**src/rtl/multi_key_in.sv**
```systemverilog
// N-channel key input: synchronise, debounce, press/release pulses.
// Optional auto-repeat of keypress when KEY_AUTOREPEAT_EN is defined.
module multi_key_in #(
  parameter int N               = 4,
  parameter int SYNC_STAGES     = 2,
  parameter int DEBOUNCE_CYCLES = 4,
  parameter int REPEAT_DELAY    = 8,
  parameter int REPEAT_RATE     = 3
) (
  input  logic         clk,
  input  logic         reset_n,
  input  logic [N-1:0] key_raw,
  output logic [N-1:0] key_state,
  output logic [N-1:0] keypress,
  output logic [N-1:0] keyrelease,
  output logic         any_press
);

  localparam int CW =
    (DEBOUNCE_CYCLES > 1) ? $clog2(DEBOUNCE_CYCLES) : 1;
  localparam logic [CW-1:0] CNT_MAX = CW'(DEBOUNCE_CYCLES - 1);

  if (N < 1 || SYNC_STAGES < 2 || DEBOUNCE_CYCLES < 1 ||
      REPEAT_DELAY < 1 || REPEAT_RATE < 1) begin : g_bad_param
    $error("multi_key_in: illegal parameter value");
  end

  logic [N-1:0]  r_sync [SYNC_STAGES];
  logic [N-1:0]  r_state;
  logic [N-1:0]  r_press;
  logic [N-1:0]  r_rel;
  logic [CW-1:0] r_cnt [N];

  logic [N-1:0]  w_s;
  logic [N-1:0]  w_diff;
  logic [N-1:0]  w_acc;
  logic [N-1:0]  w_rep;

  always_ff @(posedge clk or negedge reset_n) begin
    if (!reset_n) begin
      for (int j = 0; j < SYNC_STAGES; j++)
        r_sync[j] <= '0;
    end else begin
      r_sync[0] <= key_raw;
      for (int j = 1; j < SYNC_STAGES; j++)
        r_sync[j] <= r_sync[j-1];
    end
  end

  assign w_s    = r_sync[SYNC_STAGES-1];
  assign w_diff = w_s ^ r_state;

  always_comb begin
    w_acc = '0;
    for (int i = 0; i < N; i++)
      w_acc[i] = w_diff[i] && (r_cnt[i] == CNT_MAX);
  end

  // A mismatch must survive DEBOUNCE_CYCLES edges in a row to be accepted
  always_ff @(posedge clk or negedge reset_n) begin
    if (!reset_n) begin
      r_state <= '0;
      for (int i = 0; i < N; i++)
        r_cnt[i] <= '0;
    end else begin
      for (int i = 0; i < N; i++) begin
        if (!w_diff[i] || w_acc[i])
          r_cnt[i] <= '0;
        else
          r_cnt[i] <= r_cnt[i] + 1'b1;
        if (w_acc[i])
          r_state[i] <= w_s[i];
      end
    end
  end

`ifdef KEY_AUTOREPEAT_EN
  localparam int RMAX =
    (REPEAT_DELAY > REPEAT_RATE) ? REPEAT_DELAY : REPEAT_RATE;
  localparam int RW = $clog2(RMAX) + 1;
  localparam logic [RW-1:0] R_DLY = RW'(REPEAT_DELAY - 1);
  localparam logic [RW-1:0] R_RAT = RW'(REPEAT_RATE - 1);

  logic [RW-1:0] r_rep [N];

  // A pending release wins over a repeat falling on the same edge
  always_comb begin
    w_rep = '0;
    for (int i = 0; i < N; i++)
      w_rep[i] = r_state[i] && !w_acc[i] && (r_rep[i] == '0);
  end

  always_ff @(posedge clk or negedge reset_n) begin
    if (!reset_n) begin
      for (int i = 0; i < N; i++)
        r_rep[i] <= '0;
    end else begin
      for (int i = 0; i < N; i++) begin
        if (w_acc[i] && w_s[i])
          r_rep[i] <= R_DLY;
        else if (!r_state[i] || w_acc[i])
          r_rep[i] <= '0;
        else if (r_rep[i] == '0)
          r_rep[i] <= R_RAT;
        else
          r_rep[i] <= r_rep[i] - 1'b1;
      end
    end
  end
`else
  assign w_rep = '0;
`endif

  always_ff @(posedge clk or negedge reset_n) begin
    if (!reset_n) begin
      r_press <= '0;
      r_rel   <= '0;
    end else begin
      r_press <= (w_acc & w_s) | w_rep;
      r_rel   <= w_acc & ~w_s;
    end
  end

  assign key_state  = r_state;
  assign keypress   = r_press;
  assign keyrelease = r_rel;
  assign any_press  = |r_press;

endmodule
```
**config.mk**
```make
export PLATFORM = sky130hd
export DESIGN_NAME = multi_key_in
export DESIGN_NICKNAME = d
export VERILOG_FILES = /design/src/rtl/multi_key_in.sv
export SDC_FILE = /design/constraint.sdc
export NUM_CORES = 1
export LEC_CHECK = 0
export ABC_CLOCK_PERIOD_IN_PS = 2400
export CORE_MARGIN = 10
export CORE_UTILIZATION = 40
export DETAILED_ROUTE_END_ITERATION = 8
export GPL_ROUTABILITY_DRIVEN = 0
export MAX_ROUTING_LAYER = met4
export SLEW_MARGIN = 20
export SYNTH_ARGS = -nofsm -noshare
export SYNTH_HDL_FRONTEND = slang
export SYNTH_SLANG_ARGS = --single-unit
```
**constraint.sdc**
```tcl
create_clock -name clk -period 2.4 [get_ports clk]
set_input_delay 0.36 -clock clk [delete_from_list [all_inputs] [get_ports clk]]
set_output_delay 0.36 -clock clk [all_outputs]
set_load 0.02 [all_outputs]
```
==> qor.csv, run 1 <==
stage,metric,value,unit
routing,drt_iter0_markers,16,
power_and_ir_drop,ir_worst_vdd,0.507,mV
synth,synth_area,938,µm²
finish,nets,99,
clocking,numCtsBuffers,3,
finish,syn2layout_area_growth,27.6,%
clocking,cts_max_level,1,
synth,synth.distinct_cells,10,
job,drv_cap,0,
clocking,clk_pin_slew,130,ps
worst_setup_path,slowest_stage,clkdlybuf4s50_1,
finish,insertedDiodeCount,0,
global_routing,grt_pass1_vias,512,
sta,skew,2.70,ps
floorplan,die_x,68.4,µm
synth,yosysTopAreaCell,dfrtp_1,
sta,max_freq,467,MHz
synth,ys_warn_count,0,
routing,wire_per_inst,11.5,µm
synth,syn_inst,65,
power_and_ir_drop,leakage,0.550,nW
finish,drive_gt1_frac,0.0568,
clocking,cts_tree,yes,
power_and_ir_drop,p_total,1.18,mW
synth,synth_sequential_area_ratio,0.747,
worst_setup_path,start_kind,flip-flop,
synth,syn_area_per_cell,14.4,µm²
power_and_ir_drop,pwr-share-clk,0.182,
floorplan,rows,17,
power_and_ir_drop,p_seq_frac,0.537,
placement,place_hpwl,1060,µm
floorplan,start_util,0.420,
global_routing,grt.total_usage,0.0647,
clocking,clock_path_buffers,2,
worst_setup_path,worst-path-buf-inv,1,
sta,period_minus_slack,2140,ps
clocking,clock_sinks,28,
synth,synth_compound_area_frac,0.0213,
finish,fin_cells,116,
worst_setup_path,cp.required,2040,ps
placement,portBuffers,18,
synth,synth_top_family_by_area,simple AND/OR/NAND/NOR gates,
power_and_ir_drop,internal-power,831,µW
sta,hold-worst-slack,364,ps
synth,synth_area_leaders,"dfrtp_1, nor3b_1, ha_1",
synth,synth-adder-area-share,0.0533,
worst_setup_path,path_cells,or4_1 -> clkdlybuf4s50_1,
clocking,post-cts-setup-buffers,0,
global_routing,grt_overflow,0,
sta,tns,0,ps
worst_setup_path,critPathTopFamily,buffers and inverters,
floorplan,io_pins,19,
synth,synth-seq-cells,28,
worst_setup_path,critPathKind,flip-flop to primary output,
routing,vias,529,
clocking,root_buffer,clkbuf_4,
synth,synth.mux.area_fraction,0,
global_routing,grt_pass1_wl,2240,µm
sta,slew_violations,0,
clocking,cts_resized,0,
sta,worst_slew_pin_slew,329,ps
routing,first_pass_iters,4,
global_routing,antenna_found_initial,0,
run_status,outcome,"finished, final reports clean",
placement,place_inst,112,
sta,grt_setup_unrepaired,false,
sta,hold_violations,0,
routing,drt-total-wl,1330,µm
worst_setup_path,max_stage_delay,560,ps
hold_path,hold_path_class,flip-flop to flip-flop,
power_and_ir_drop,combPwrFrac,0.280,
routing,route.detailed.drc,0,
power_and_ir_drop,power_density,985,nW/µm²
clocking,insertion_delay,310,ps
routing,viasPerCell,4.56,
worst_setup_path,cp-end-kind,primary output,
power_and_ir_drop,p_sw_frac,0.296,
floorplan,dieArea,4680,µm²
synth,yosysTopAreaCellShare,0.747,
clocking,hold_buffers,0,
synth,yosys.area_share.xor_xnor,0.0373,
synth,synth_nets,75,
sta,finalSetupViolCount,0,
floorplan,chipHeight,68.4,µm
global_routing,grt_max_degree,29,
worst_setup_path,cp.arrival,1780,ps
worst_setup_path,cp_max_fo,2,
routing,ant_nets,0,
floorplan,coreArea,2230,µm²
sta,period_share,0.893,
synth,yosys.area_share.simple,0.125,
sta,max_slew_margin,0.780,
power_and_ir_drop,switching_power,349,µW
-- layer usage --
layer | track usage | routed length (µm)
met3 | 0.0424 | 133
met1 | 0.0749 | 634
met5 | - | 0
met2 | 0.0945 | 558
met4 | 0.00754 | 4
-- state kept, by name, summed over array words and instances (netlist names) --
| name | count |
|---|---|
| key_state | 4 |
| w_s | 4 |
| r_cnt | 8 |
| keypress | 4 |
| r_sync | 4 |
| keyrelease | 4 |
-- cell type report --
type / instances / area (µm²)
Clock buffer: 4 / 36.3
Multi-Input combinational cell: 33 / 223
Timing Repair Buffer: 19 / 188
Fill cell: 194 / 1040
Inverter: 4 / 15.0
Sequential cell: 28 / 701
Tap cell: 28 / 35.0
-- synth_stat cells, drive strengths merged --
cell	n
nor3b	8
dfrtp	28
ha	4
inv	4
o21ai	4
xnor2	4
nand2	4
nor2	4
nor3	4
or4	1
-- kinds of logic after synthesis --
| logic type | after synthesis |
|---|---|
| flops | 28 |
| buf+inv | 4 |
| fa+ha+maj | 4 |
| xor+xnor | 4 |
| compound gates | 4 |
| simple gates | 21 |
-- cells in the final DEF (no fill, tap or decap), drive strengths merged --
cell type	Yosys	layout
dfrtp	28	28
nor3b	8	8
nor3	4	4
nor2	4	4
nand2	4	4
xnor2	4	4
clkdlybuf4s50	0	18
clkbuf	0	4
buf	0	1
inv	4	4
or4	1	1
ha	4	4
o21ai	4	4
-- final timing paths --
check	slack (ps)	end	depth (start not counted)	startpoint
min in group asynchronous	400	r_cnt[4]	2	reset_n
setup / recovery	260	any_press	2	keypress[1]
hold reg to reg	360	w_s[1]	0	r_sync[5]
hold / removal	360	w_s[1]	0	r_sync[5]
setup reg to reg	1450	r_cnt[3]	2	r_cnt[2]
max in group asynchronous	1750	keyrelease[3]	2	reset_n
-- power groups by stage --
stage	Clock [mW]	Sequential [mW]	Combinational (mW)
after global routing	0.249	0.648	0.376
after CTS	0.228	0.637	0.338
final	0.215	0.634	0.330
after floorplan	0	0.681	0.157
after detailed placement	0	0.647	0.339
after global placement	0	0.641	0.329
-- stage by stage --
step | utilization | setup WS, ps | area, µm²
floorplan | - | 956 | 938
global placement | 0.520 | 632 | 1160
detailed placement | 0.520 | 613 | 1160
CTS | 0.536 | 241 | 1200
global route | 0.536 | 186 | 1200
finish | 0.536 | 256 | 1200
-- worst register-to-register path, delay by kind of cell, from the launching register on --
family	cells	cell delay (ps)
AND/OR/NAND/NOR	1	210
flip-flops	1	410
adder cells (fa/ha/maj)	1	250
No activity file was read; power rests on OpenSTA's default activity.
==> inputs of run 2 (changes only) <==
--- a/config.mk
+++ b/config.mk
@@ -6,11 +6,14 @@
 export NUM_CORES = 1
 export LEC_CHECK = 0
 export ABC_CLOCK_PERIOD_IN_PS = 2400
+export CELL_PAD_IN_SITES_DETAIL_PLACEMENT = 1
+export CELL_PAD_IN_SITES_GLOBAL_PLACEMENT = 2
 export CORE_MARGIN = 10
-export CORE_UTILIZATION = 40
+export CORE_UTILIZATION = 35
 export DETAILED_ROUTE_END_ITERATION = 8
 export GPL_ROUTABILITY_DRIVEN = 0
 export MAX_ROUTING_LAYER = met4
+export PLACE_DENSITY_LB_ADDON = 0.1
 export SLEW_MARGIN = 20
 export SYNTH_ARGS = -nofsm -noshare
 export SYNTH_HDL_FRONTEND = slang
==> run 2 against run 1 <==
Power rose by 2.0%. Final cell count rose by 1.7%. Largest cell class unchanged. Highest routed layer unchanged. Critical path type unchanged. Critical endpoint unchanged. Sequential power up 0.8%.
==> qor.csv, run 2 (same netlist as run 1, synthesis figures left out) <==
stage,metric,value,unit
run_status,outcome,"finished, final reports clean",
floorplan,coreArea,2520,µm²
clocking,clock_path_buffers,2,
clocking,insertion_delay,320,ps
floorplan,start_util,0.372,
routing,first_pass_iters,3,
global_routing,grt_pass1_vias,658,
finish,final_common_cell,dfrtp_1,
routing,wl_met1,678,µm
sta,period_minus_slack,2160,ps
clocking,cts_max_level,1,
clocking,cts_tree,yes,
power_and_ir_drop,combPwrFrac,0.283,
finish,drive_gt1_frac,0.0568,
clocking,clock_sinks,28,
sta,slew_violations,0,
worst_setup_path,cp.arrival,1800,ps
placement,portBuffers,18,
sta,max_slew_margin,0.770,
sta,grt_setup_unrepaired,false,
floorplan,dieArea,5150,µm²
routing,route.detailed.drc,0,
clocking,post-cts-setup-buffers,0,
power_and_ir_drop,p_seq_frac,0.531,
clocking,hold_buffers,0,
sta,finalSetupViolCount,0,
placement,place_hpwl,1260,µm
global_routing,grt_max_degree,29,
clocking,root_buffer,clkbuf_4,
sta,period_share,0.901,
global_routing,grt_overflow,0,
worst_setup_path,cp_max_fo,2,
finish,regMostFlops,r_cnt,
floorplan,chipHeight,71.8,µm
routing,viasPerCell,4.65,
routing,routed.top_layer,met4,
clocking,numCtsBuffers,3,
floorplan,rows,18,
worst_setup_path,cp-end-kind,primary output,
power_and_ir_drop,ir_worst_vdd,0.428,mV
routing,ant_nets,0,
routing,drt-total-wl,1660,µm
clocking,cts_resized,0,
power_and_ir_drop,leakage,0.550,nW
finish,nets,99,
routing,vias,549,
job,drv_cap,0,
floorplan,io_pins,19,
floorplan,die_x,71.8,µm
worst_setup_path,cp.required,2040,ps
worst_setup_path,critPathKind,flip-flop to primary output,
global_routing,antenna_found_initial,0,
sta,tns,0,ps
global_routing,grt.total_usage,0.0714,
power_and_ir_drop,pwr-share-clk,0.187,
power_and_ir_drop,switching_power,370,µW
worst_setup_path,start_kind,flip-flop,
routing,wire_per_inst,14.0,µm
sta,max_freq,463,MHz
routing,drt_iter0_markers,9,
sta,hold_violations,0,
finish,mostFrequentLayoutCells,"dfrtp_1, clkdlybuf4s50_1, nor3b_1",
finish,largest_reg_flops,8,
routing,dr_wl_met3,202,µm
clocking,clk_pin_slew,140,ps
finish,insertedDiodeCount,0,
finish,final_util,0.476,
sta,worst_slew_pin_slew,344,ps
routing,wl_met2,763,µm
power_and_ir_drop,power_density,1000,nW/µm²
power_and_ir_drop,internal-power,833,µW
finish,syn2layout_area_growth,27.9,%
global_routing,grt_pass1_wl,2920,µm
hold_path,hold_path_class,flip-flop to flip-flop,
power_and_ir_drop,p_sw_frac,0.308,
sta,skew,0.695,ps
finish,fill_cells,279,
==> run 2: cell counts in the layout (fill, tap and decap cells not counted) <==
Identical to the previous run, type by type.
==> run 2: final timing paths <==
kind | startpoint | to | slack (ps) | depth (start not counted)
worst max-delay path | keypress[1] | any_press | 240 | 2
worst min-delay path | r_sync[7] | w_s[3] | 370 | 0
worst min register to register | r_sync[7] | w_s[3] | 370 | 0
max in group asynchronous | reset_n | r_cnt[3] | 1750 | 2
min in group asynchronous | reset_n | keyrelease[1] | 400 | 2
worst max register to register | r_cnt[2] | key_state[2] | 1440 | 3
==> run 2: area by class of cell <==
cell class	count	area, µm²	share of cell area
flip-flops and latches	28	701	0.584
well taps	30	37.5	0.0313
clock buffers	4	36.3	0.0302
multi-input cells	33	223	0.186
inverters	4	15.0	0.0125
repair buffers	19	188	0.156
==> run 2: metal layers <==
| metal | up-vias | track usage |
|---|---|---|
| met4 | 0 | 0.0387 |
| met1 | 272 | 0.0697 |
| li1 | 260 | - |
| met3 | 2 | 0.0372 |
| met5 | - | - |
| met2 | 15 | 0.113 |
==> run 2: through the flow <==
step	total power, mW	setup WS, ps	hold slack [ps]	cells	area, µm²
2_1_floorplan	0.838	956	64.4	65	938
3_3_place_gp	0.975	639	334	114	1160
3_5_place_dp	0.999	590	344	114	1160
4_1_cts	1.23	202	377	118	1200
5_1_grt	1.29	146	381	118	1200
6_report	1.20	238	370	118	1200
==> run 2: power groups by stage <==
stage / Combinational [mW] / Sequential (mW) / Clock [mW]
final: 0.340 / 0.639 / 0.224
after global routing: 0.388 / 0.656 / 0.250
after CTS: 0.350 / 0.641 / 0.238
after detailed placement: 0.348 / 0.651 / 0
after global placement: 0.332 / 0.643 / 0
after floorplan: 0.157 / 0.681 / 0
==> run 2: worst max-delay path, stage by stage (launching register included) <==
cell and delay [ps]:
dfrtp_1 410, or4_1 520, clkdlybuf4s50_1 560
==> inputs of run 3 (changes only) <==
--- a/config.mk
+++ b/config.mk
@@ -12,9 +12,9 @@
 export CORE_UTILIZATION = 35
 export DETAILED_ROUTE_END_ITERATION = 8
 export GPL_ROUTABILITY_DRIVEN = 0
+export GPL_TIMING_DRIVEN = 0
 export MAX_ROUTING_LAYER = met4
 export PLACE_DENSITY_LB_ADDON = 0.1
-export SLEW_MARGIN = 20
 export SYNTH_ARGS = -nofsm -noshare
 export SYNTH_HDL_FRONTEND = slang
 export SYNTH_SLANG_ARGS = --single-unit
==> run 3 against run 2 <==
Register-to-register slack improved by 20 ps. Count of clock-buffer cells in the layout did not move. Flip-flop and latch count did not move. Maximum frequency rose by 0.12%. Worst setup slack improved by 2.5 ps.
==> qor.csv, run 3 (same netlist as run 1, synthesis figures left out) <==
stage,metric,value,unit
floorplan,rows,18,
worst_setup_path,cp_max_fo,2,
global_routing,use_met2,0.101,
finish,syn2layout_area_growth,27.1,%
global_routing,grt_pass1_vias,606,
sta,grt_setup_unrepaired,false,
global_routing,busiest_layer,met2,
placement,pre_cts_ws,545,ps
worst_setup_path,cp.arrival,1800,ps
floorplan,start_util,0.372,
sta,finalSetupViolCount,0,
worst_setup_path,critPathLaunch,keypress[1],
run_status,outcome,"finished, final reports clean",
sta,max_freq,463,MHz
clocking,clk_pin_slew,140,ps
clocking,clock_path_buffers,2,
clocking,hold_buffers,0,
clocking,clock_sinks,28,
global_routing,gr-usage-met1,0.0691,
clocking,cts_tree,yes,
finish,insertedDiodeCount,0,
finish,largest_reg_flops,8,
finish,final_common_cell,dfrtp_1,
sta,worst_slew_pin_slew,1180,ps
routing,viasPerCell,4.72,
hold_path,hold_start,r_sync[6],
clocking,numCtsBuffers,3,
routing,drt-total-wl,1510,µm
floorplan,dieArea,5150,µm²
routing,route.detailed.drc,0,
worst_setup_path,slowest_stage,clkdlybuf4s50_1,
clocking,cts_max_level,1,
clocking,root_buffer,clkbuf_4,
global_routing,grt.total_usage,0.0654,
floorplan,die_x,71.8,µm
worst_setup_path,critPathTopFamily,buffers and inverters,
power_and_ir_drop,ir_worst_vdd,0.471,mV
floorplan,io_pins,19,
routing,vias,552,
clocking,post-cts-setup-buffers,0,
global_routing,antenna_found_initial,0,
global_routing,grt_max_degree,29,
routing,wire_per_inst,12.9,µm
job,drv_cap,0,
worst_setup_path,cp-end-kind,primary output,
sta,max_slew_margin,0.211,
power_and_ir_drop,p_total,1.19,mW
global_routing,grt_overflow,0,
worst_setup_path,critPathKind,flip-flop to primary output,
worst_setup_path,path_cells,or4_1 -> clkdlybuf4s50_1,
sta,hold_violations,0,
finish,mostFrequentLayoutCells,"dfrtp_1, clkdlybuf4s50_1, nor3b_1",
sta,period_minus_slack,2160,ps
finish,drive_gt1_frac,0.0460,
power_and_ir_drop,leakage,0.546,nW
sta,tns,0,ps
sta,layout_setup_ws,241,ps
finish,regMostFlops,r_cnt,
placement,place_hpwl,1180,µm
sta,skew,6.22,ps
routing,first_pass_iters,3,
finish,nets,98,
worst_setup_path,max_stage_delay,550,ps
worst_setup_path,start_kind,flip-flop,
worst_setup_path,reg2reg_from,r_cnt[2],
worst_setup_path,cp.required,2040,ps
clocking,insertion_delay,320,ps
routing,ant_nets,0,
clocking,cts_resized,0,
sta,slew_violations,0,
floorplan,coreArea,2520,µm²
placement,portBuffers,18,
sta,period_share,0.900,
routing,drt_iter0_markers,7,
power_and_ir_drop,power_density,999,nW/µm²
worst_setup_path,worst-path-buf-inv,1,
global_routing,grtUsageMet3,0.0303,
finish,final_util,0.473,
floorplan,chipHeight,71.8,µm
global_routing,grt_pass1_wl,2680,µm
hold_path,hold_path_class,flip-flop to flip-flop,
[run 3: changes by cell type in the layout (fill, tap and decap cells not counted)]
| cell | before | now |
|---|---|---|
| buf_4 | 1 | 0 |
[run 3: worst paths after layout]
| check | endpoint | slack [ps] | cells past startpoint |
|---|---|---|---|
| max | any_press | 240 | 2 |
| min | w_s[2] | 360 | 0 |
| max reg2reg | key_state[2] | 1460 | 3 |
| min reg2reg | w_s[2] | 360 | 0 |
| max in group asynchronous | keypress[2] | 1060 | 1 |
| min in group asynchronous | w_s[2] | 650 | 1 |
[run 3: final cells by class]
cell class | count | area, µm²
clock buffer | 4 | 36.3
fill | 273 | 1330
inverter | 4 | 15.0
multi-input combinational | 33 | 223
sequential | 28 | 701
tap | 30 | 37.5
timing repair buffer | 18 | 180
[run 3: report_power, final]
part / internal (mW) / switching, mW / total (mW)
Clock: 0.0927 / 0.131 / 0.224
Combinational: 0.169 / 0.162 / 0.331
Sequential: 0.569 / 0.0682 / 0.637
Total: 0.830 / 0.361 / 1.19
[run 3: metal layers]
layer  wire length, µm  up-vias
met5                 0        -
met4                 8        0
met3               156        2
met2               683       15
met1               659      279
li1                  -      256
[run 3: metrics by stage]
| step | cells | instance area, µm² | hold slack, ps |
|---|---|---|---|
| 2_1_floorplan | 65 | 938 | 64.4 |
| 3_3_place_gp | 113 | 1160 | 335 |
| 3_5_place_dp | 113 | 1160 | 339 |
| 4_1_cts | 117 | 1190 | 370 |
| 5_1_grt | 117 | 1190 | 386 |
| 6_report | 117 | 1190 | 364 |
[run 3: worst reg2reg max path: stages, from the launching register on]
cell and delay [ps]:
dfrtp_1 410, ha_1 250, nand2_1 100, o21ai_0 80
